--- src/rtl/ikaopll_slot_sequencer.sv ---
// Slot timing controller: divides master ticks into the slot-SR shift enable,
// tracks the operator slot and defers CPU writes to a fixed slot window.
// Optional one-entry write queue: define IKAOPLL_WR_QUEUE_EN.
module ikaopll_slot_sequencer #(
  parameter int DIV     = 4,
  parameter int SLOTS   = 18,
  parameter int WR_SLOT = 0
) (
  input  logic       i_EMUCLK,
  input  logic       i_RST_n,
  input  logic       i_PHIM_CEN_n,
  input  logic       i_IC_n,
  input  logic       i_WR_REQ,
  output logic       o_CEN_n,
  output logic [4:0] o_SLOT,
  output logic       o_CYCLE_LAST,
  output logic       o_WR_BUSY,
  output logic       o_LATCH_EN
);

  localparam logic [3:0] PRE_LAST    = 4'(DIV - 1);
  localparam logic [4:0] SLOT_LAST   = 5'(SLOTS - 1);
  localparam logic [4:0] WR_SLOT_IDX = 5'(WR_SLOT);

  typedef enum logic {
    IDLE,
    PEND
  } wr_state_t;

  wr_state_t  wr_state, wr_state_nxt;
  logic [3:0] prescaler;
  logic       master_tick;
  logic       shift_fire;
  logic       strobe;

`ifdef IKAOPLL_WR_QUEUE_EN
  logic       queued, queued_nxt;
`endif

  assign master_tick = ~i_PHIM_CEN_n;
  assign shift_fire  = master_tick && (prescaler == PRE_LAST);

  // The prescaler keeps running through initial-clear so downstream SRs flush.
  always_ff @(posedge i_EMUCLK or negedge i_RST_n) begin
    if (!i_RST_n) begin
      prescaler <= 4'd0;
      o_CEN_n   <= 1'b1;
    end else begin
      if (master_tick)
        prescaler <= (prescaler == PRE_LAST) ? 4'd0 : prescaler + 4'd1;
      o_CEN_n <= ~shift_fire;
    end
  end

  always_ff @(posedge i_EMUCLK or negedge i_RST_n) begin
    if (!i_RST_n)
      o_SLOT <= 5'd0;
    else if (!i_IC_n)
      o_SLOT <= 5'd0;
    else if (!o_CEN_n)
      o_SLOT <= (o_SLOT == SLOT_LAST) ? 5'd0 : o_SLOT + 5'd1;
  end

  assign o_CYCLE_LAST = (o_SLOT == SLOT_LAST);

  always_ff @(posedge i_EMUCLK or negedge i_RST_n) begin
    if (!i_RST_n) begin
      wr_state <= IDLE;
`ifdef IKAOPLL_WR_QUEUE_EN
      queued   <= 1'b0;
`endif
    end else begin
      wr_state <= wr_state_nxt;
`ifdef IKAOPLL_WR_QUEUE_EN
      queued   <= queued_nxt;
`endif
    end
  end

  // The latch strobe coincides with the shift edge of the write slot.
  assign strobe = (wr_state == PEND) && !o_CEN_n && (o_SLOT == WR_SLOT_IDX);

  always_comb begin
    wr_state_nxt = wr_state;
    o_LATCH_EN   = 1'b0;
    o_WR_BUSY    = 1'b0;
`ifdef IKAOPLL_WR_QUEUE_EN
    queued_nxt   = queued;
`endif
    if (!i_IC_n) begin
      wr_state_nxt = IDLE;
`ifdef IKAOPLL_WR_QUEUE_EN
      queued_nxt   = 1'b0;
`endif
    end else begin
      case (wr_state)
        IDLE: begin
          if (i_WR_REQ)
            wr_state_nxt = PEND;
        end
        PEND: begin
`ifdef IKAOPLL_WR_QUEUE_EN
          o_WR_BUSY = queued;
          if (strobe) begin
            o_LATCH_EN   = 1'b1;
            wr_state_nxt = (queued || i_WR_REQ) ? PEND : IDLE;
            queued_nxt   = 1'b0;
          end else if (i_WR_REQ) begin
            queued_nxt = 1'b1;
          end
`else
          o_WR_BUSY = 1'b1;
          if (strobe) begin
            o_LATCH_EN   = 1'b1;
            wr_state_nxt = IDLE;
          end
`endif
        end
        default: wr_state_nxt = IDLE;
      endcase
    end
  end

endmodule

--- config.mk ---
export PLATFORM = sky130hd
export DESIGN_NAME = ikaopll_slot_sequencer
export DESIGN_NICKNAME = d
export VERILOG_FILES = /design/src/rtl/ikaopll_slot_sequencer.sv
export SDC_FILE = /design/constraint.sdc
export NUM_CORES = 1
export LEC_CHECK = 0
export ABC_CLOCK_PERIOD_IN_PS = 4100
export BUFFER_PORTS_ARGS = -buffer_cell sky130_fd_sc_hd__buf_2
export CAP_MARGIN = 20
export CORE_AREA = 2 2 39 41
export CTS_CLUSTER_DIAMETER = 120
export DETAILED_ROUTE_END_ITERATION = 6
export DIE_AREA = 0 0 41 43
export PLACE_DENSITY_LB_ADDON = 0.25
export SLEW_MARGIN = 20
export SYNTH_ARGS = -nofsm -noshare
export SYNTH_HDL_FRONTEND = slang
export SYNTH_SLANG_ARGS = --single-unit
--- constraint.sdc ---
create_clock -name i_EMUCLK -period 4.1 [get_ports i_EMUCLK]
set_input_delay 0.615 -clock i_EMUCLK [delete_from_list [all_inputs] [get_ports i_EMUCLK]]
set_output_delay 0.615 -clock i_EMUCLK [all_outputs]
set_load 0.01 [all_outputs]
[Word level (Yosys, flattened, before mapping)]
Cells that the tools add are included.
Word-level totals
  register bits: 11
  output and inout port bits: 9
Cells by class
  add/sub/neg operators: 2
  eq/ne operators: 3
  reductions and logical operators: 5
  multiplexer cells: 13
  bitwise operators: 3
Operators by type and width (count)
  $mux 5: 3
  $mux 1: 8
  $add 5x1->5 const B: 1
  $eq 5x5->1 const B: 1
  $logic_not 5->1: 1
  $add 4x1->4 const B: 1
  $eq 4x2->1 const B: 1
  $mux 4: 1
  $logic_and 1x1->1: 3
  $not 1->1: 3
  $ne 2x2->1 const B: 1
  $pmux 1 s2: 1
  $logic_not 1->1: 1

[Logic depth before layout (Yosys ltp)]
  depth in word-level cells: 6
  depth in mapped cells: 5
  mapped depth without buffers: 5

[Least setup slack after synthesis]
Ideal clock, no wire load.
  path type: flip-flop to output port
  start point: register o_SLOT[0]
  end point: output o_LATCH_EN
  arrival: 1095 ps
  data required time: 3485 ps
  cell stages (with the launch flop): 6
  slack: 2390 ps
  path buffers: 0
  cell sequence: dfrtp_1 inv_1 ha_1 nand4bb_1 nor3_1 and2_1
Between the ends
  cells in the longest elaborated chain, start to end: 5
RTL lines
  start: declaration: line 15  | output logic [4:0] o_SLOT,
  start signal: assignment: line 61  | o_SLOT <= (o_SLOT == SLOT_LAST) ? 5'd0 : o_SLOT + 5'd1;
  $logic_not 5->1: line 81  | assign strobe = (wr_state == PEND) && !o_CEN_n && (o_SLOT == WR_SLOT_IDX);
  $logic_and 1x1->1: line 81
  $mux 1: line 113  | if (strobe) begin
  $mux 1: line 96  | case (wr_state)
  $mux 1: line 90  | if (!i_IC_n) begin
  end: declaration: line 18  | output logic o_LATCH_EN
No other way between the ends.

[Final worst setup path]
Same ends and word-level chain as after synthesis.

==> flow_summary.json <==
{
  "netlist_area_um2": 586,
  "cts_root_buf": "clkbuf_4",
  "globalRouteMet2Util_pct": 20.9,
  "vias": 437,
  "gp_congestion": 0.707,
  "routedWlPerCell_um": 11.8,
  "fin_worst_skew_ns": 0.00191,
  "cp_top_family": "flip-flops",
  "criticalPathCategory": "flop to output port",
  "drtIter0Drc": 4,
  "place_inst": 83,
  "cp_cell_sequence": "inv_1 -> ha_1 -> nand4bb_1 -> nor3_1 -> and2_1 -> buf_2",
  "use_met3_pct": 4.71,
  "grt_pass1_wl_mm": 1.81,
  "setup_viol": 0,
  "whs_ns": 0.204,
  "path_max_fanout": 7,
  "port-buffer-count": 13,
  "yosys_warnings": 0,
  "grt_pass1_vias": 394,
  "ys_types": 21,
  "cts.sinks": 11,
  "crit_arrival_ns": 1.48,
  "drcViolationCount": 0,
  "fin_crit_sh_pct": 51.2,
  "core_area_um2": 1380,
  "status": "finished clean",
  "instances_no_fill": 87,
  "worst_pin_slew_ns": 0.248,
  "ys_ff_latch": 11,
  "grt_setup_unrepaired": "no",
  "overflow": 0,
  "top_usage_layer": "met1",
  "die_w_um": 41,
  "hp-class": "input pin to asynchronous set/reset pin",
  "die_height_um": 43,
  "syn-num-nets": 63,
  "avgSynthCellArea_um2": 10.8,
  "htreeDepth": 1,
  "final_nets": 81,
  "io_pins": 14,
  "slew_viol_final": 0,
  "startpoint_type": "flop",
  "cts_setup_buffers": 0,
  "dr.pass1.iters": 2,
  "clkPwrFrac_pct": 26.5,
  "pwr_density_cell_nw_per_um2": 397,
  "ctsResizeCount": 0,
  "syn_inst": 54,
  "antenna_found_initial": 0,
  "num_antenna_cells": 0,
  "vdd_drop_max_v": 0.000209,
  "slowest_delay_ns": 0.45,
  "cap_violations": 0,
  "crit_required_ns": 3.48,
  "clkLatencyLatePin_ns": 0.26,
  "ant_nets": 0,
  "drive_gt1_share_pct": 26.8,
  "rows": 14,
  "cts_tree": "yes",
  "hold_buffers": 0,
  "clk_path_buf_depth": 2,
  "p_int_uw": 198,
  "grt.met1_usage_pct": 21.2,
  "initial_utilization_pct": 42.3,
  "crit_slowest_cell": "dfrtp_1",
  "grt_use_total_pct": 15.7,
  "numCtsBuffers": 3,
  "fin_setup_tns_ns": 0,
  "syn2layout_area_growth_pct": 19.0,
  "hold_viol": 0,
  "dieArea_um2": 1760,
  "max_freq_mhz": 476,
  "p_leak_nw": 0.314,
  "path_buf_inv": 2,
  "rrSetupSlack_ns": 2.63,
  "p_switching_uw": 78.6,
  "power.share.sequential_pct": 52.6,
  "period_needed_ns": 2.10,
  "wirelength_mm": 1.03,
  "pwr-share-comb_pct": 20.9,
  "seq_area_frac_synth_pct": 47.2,
  "grt_max_degree": 12,
  "slew_headroom_pct": 83.4,
  "viasPerCell": 5.02,
  "end_kind": "output port",
  "switching_share_pct": 28.4,
  "path_clk_slew_ns": 0.07
}
[worst paths after layout]
kind | from | to | depth (start not counted)
worst min register to register | prescaler[3]$_DFFE_PN0N_ | prescaler[3]$_DFFE_PN0N_ | 1
max in group asynchronous | i_RST_n | o_CEN_n$_DFF_PN1_ | 1
min in group i_EMUCLK | prescaler[3]$_DFFE_PN0N_ | prescaler[3]$_DFFE_PN0N_ | 1
worst max-delay path | o_SLOT[0]$_DFFE_PN0P_ | o_LATCH_EN | 6
worst min-delay path | i_RST_n | o_SLOT[4]$_DFFE_PN0P_ | 1
worst max register to register | o_SLOT[0]$_DFFE_PN0P_ | o_SLOT[1]$_DFFE_PN0P_ | 4
[layout by cell type, fill, tap and decap left out]
cell type / n
o21ai_0: 3
nand2_1: 5
buf_2: 13
nand2b_1: 3
mux2_2: 1
dfrtp_1: 10
clkbuf_4: 3
nand4bb_1: 1
and2_1: 4
a21boi_1: 3
a21oi_1: 1
inv_1: 3
xnor2_1: 3
or3b_1: 2
dfstp_2: 1
nor3_1: 1
or3_1: 3
a211oi_1: 1
and4bb_4: 1
nand3b_1: 1
clkbuf_1: 1
nand4b_1: 2
nor2_1: 1
ha_1: 4
[worst reg2reg max path, stage by stage, from the launching register on]
cell      delay (ns)
dfrtp_1         0.45
ha_1            0.24
and4bb_4        0.21
or3b_1          0.35
a21boi_1        0.15
[synth_stat cells]
library cell  count  share of area [%]
nand2b_1          3                3.2
inv_1             3                1.9
or3b_1            2                3.0
a21boi_1          3                3.8
mux2_2            1                1.9
a211oi_1          1                1.3
nor2_1            1               0.64
nand3b_1          1                1.3
nor3_1            1               0.85
nand2_1           5                3.2
dfstp_2           1                4.5
nand4bb_1         1                1.9
a21oi_1           1               0.85
xnor2_1           3                4.5
or3_1             3                3.2
nand4b_1          2                3.0
ha_1              4                8.5
and4bb_4          1                2.8
dfrtp_1          10                 43
and2_1            4                4.3
o21ai_0           3                2.6
[metal layers]
metal / share of wire [%] / wire length, µm
met5: 0 / 0
met4: 0.97 / 10
met3: 4.1 / 42
met2: 47 / 487
met1: 47 / 487
[final cells by class]
| type | count | area [µm²] |
|---|---|---|
| clock buffer | 4 | 26.3 |
| fill | 139 | 687 |
| inverter | 3 | 11.3 |
| multi-input combinational | 40 | 298 |
| sequential | 11 | 277 |
| tap | 16 | 20.0 |
| timing repair buffer | 13 | 65.1 |
[metrics by stage]
stage / util, % / setup WS (ns) / power [mW] / cell area (µm²)
floorplan: - / 2.39 / 0.186 / 586
global placement: 48.5 / 2.32 / 0.206 / 671
detailed placement: 48.5 / 2.27 / 0.206 / 671
CTS: 50.4 / 1.97 / 0.284 / 697
finish: 50.4 / 2.00 / 0.276 / 697
global route: 50.4 / 1.86 / 0.304 / 697
[registers in the layout (all words and copies together), names as in the netlist]
name and cells:
o_CEN_n 1, prescaler 4, o_SLOT 5, wr_state 1
[power groups by stage]
stage / Combinational, mW / Clock, mW / Sequential, mW
2_1_floorplan: 0.0398 / 0 / 0.147
3_3_place_gp: 0.0588 / 0 / 0.147
3_5_place_dp: 0.0587 / 0 / 0.148
4_1_cts: 0.0593 / 0.0790 / 0.145
5_1_grt: 0.0691 / 0.0844 / 0.150
6_report: 0.0578 / 0.0732 / 0.145
[logic make-up (layout without fill, tap and decap cells)]
kind of cell,count (synthesis),count (layout),synth area share (%)
buffers and inverters,3,20,1.92
multiplexers,1,1,1.92
adder cells (fa/ha/maj),4,4,8.55
XOR/XNOR,3,3,4.49
AND/OR/NAND/NOR,24,24,27.4
flip-flops,11,11,47.2
AO/OA/AOI/OAI,8,8,8.55
(Power assumes the default switching activity.)
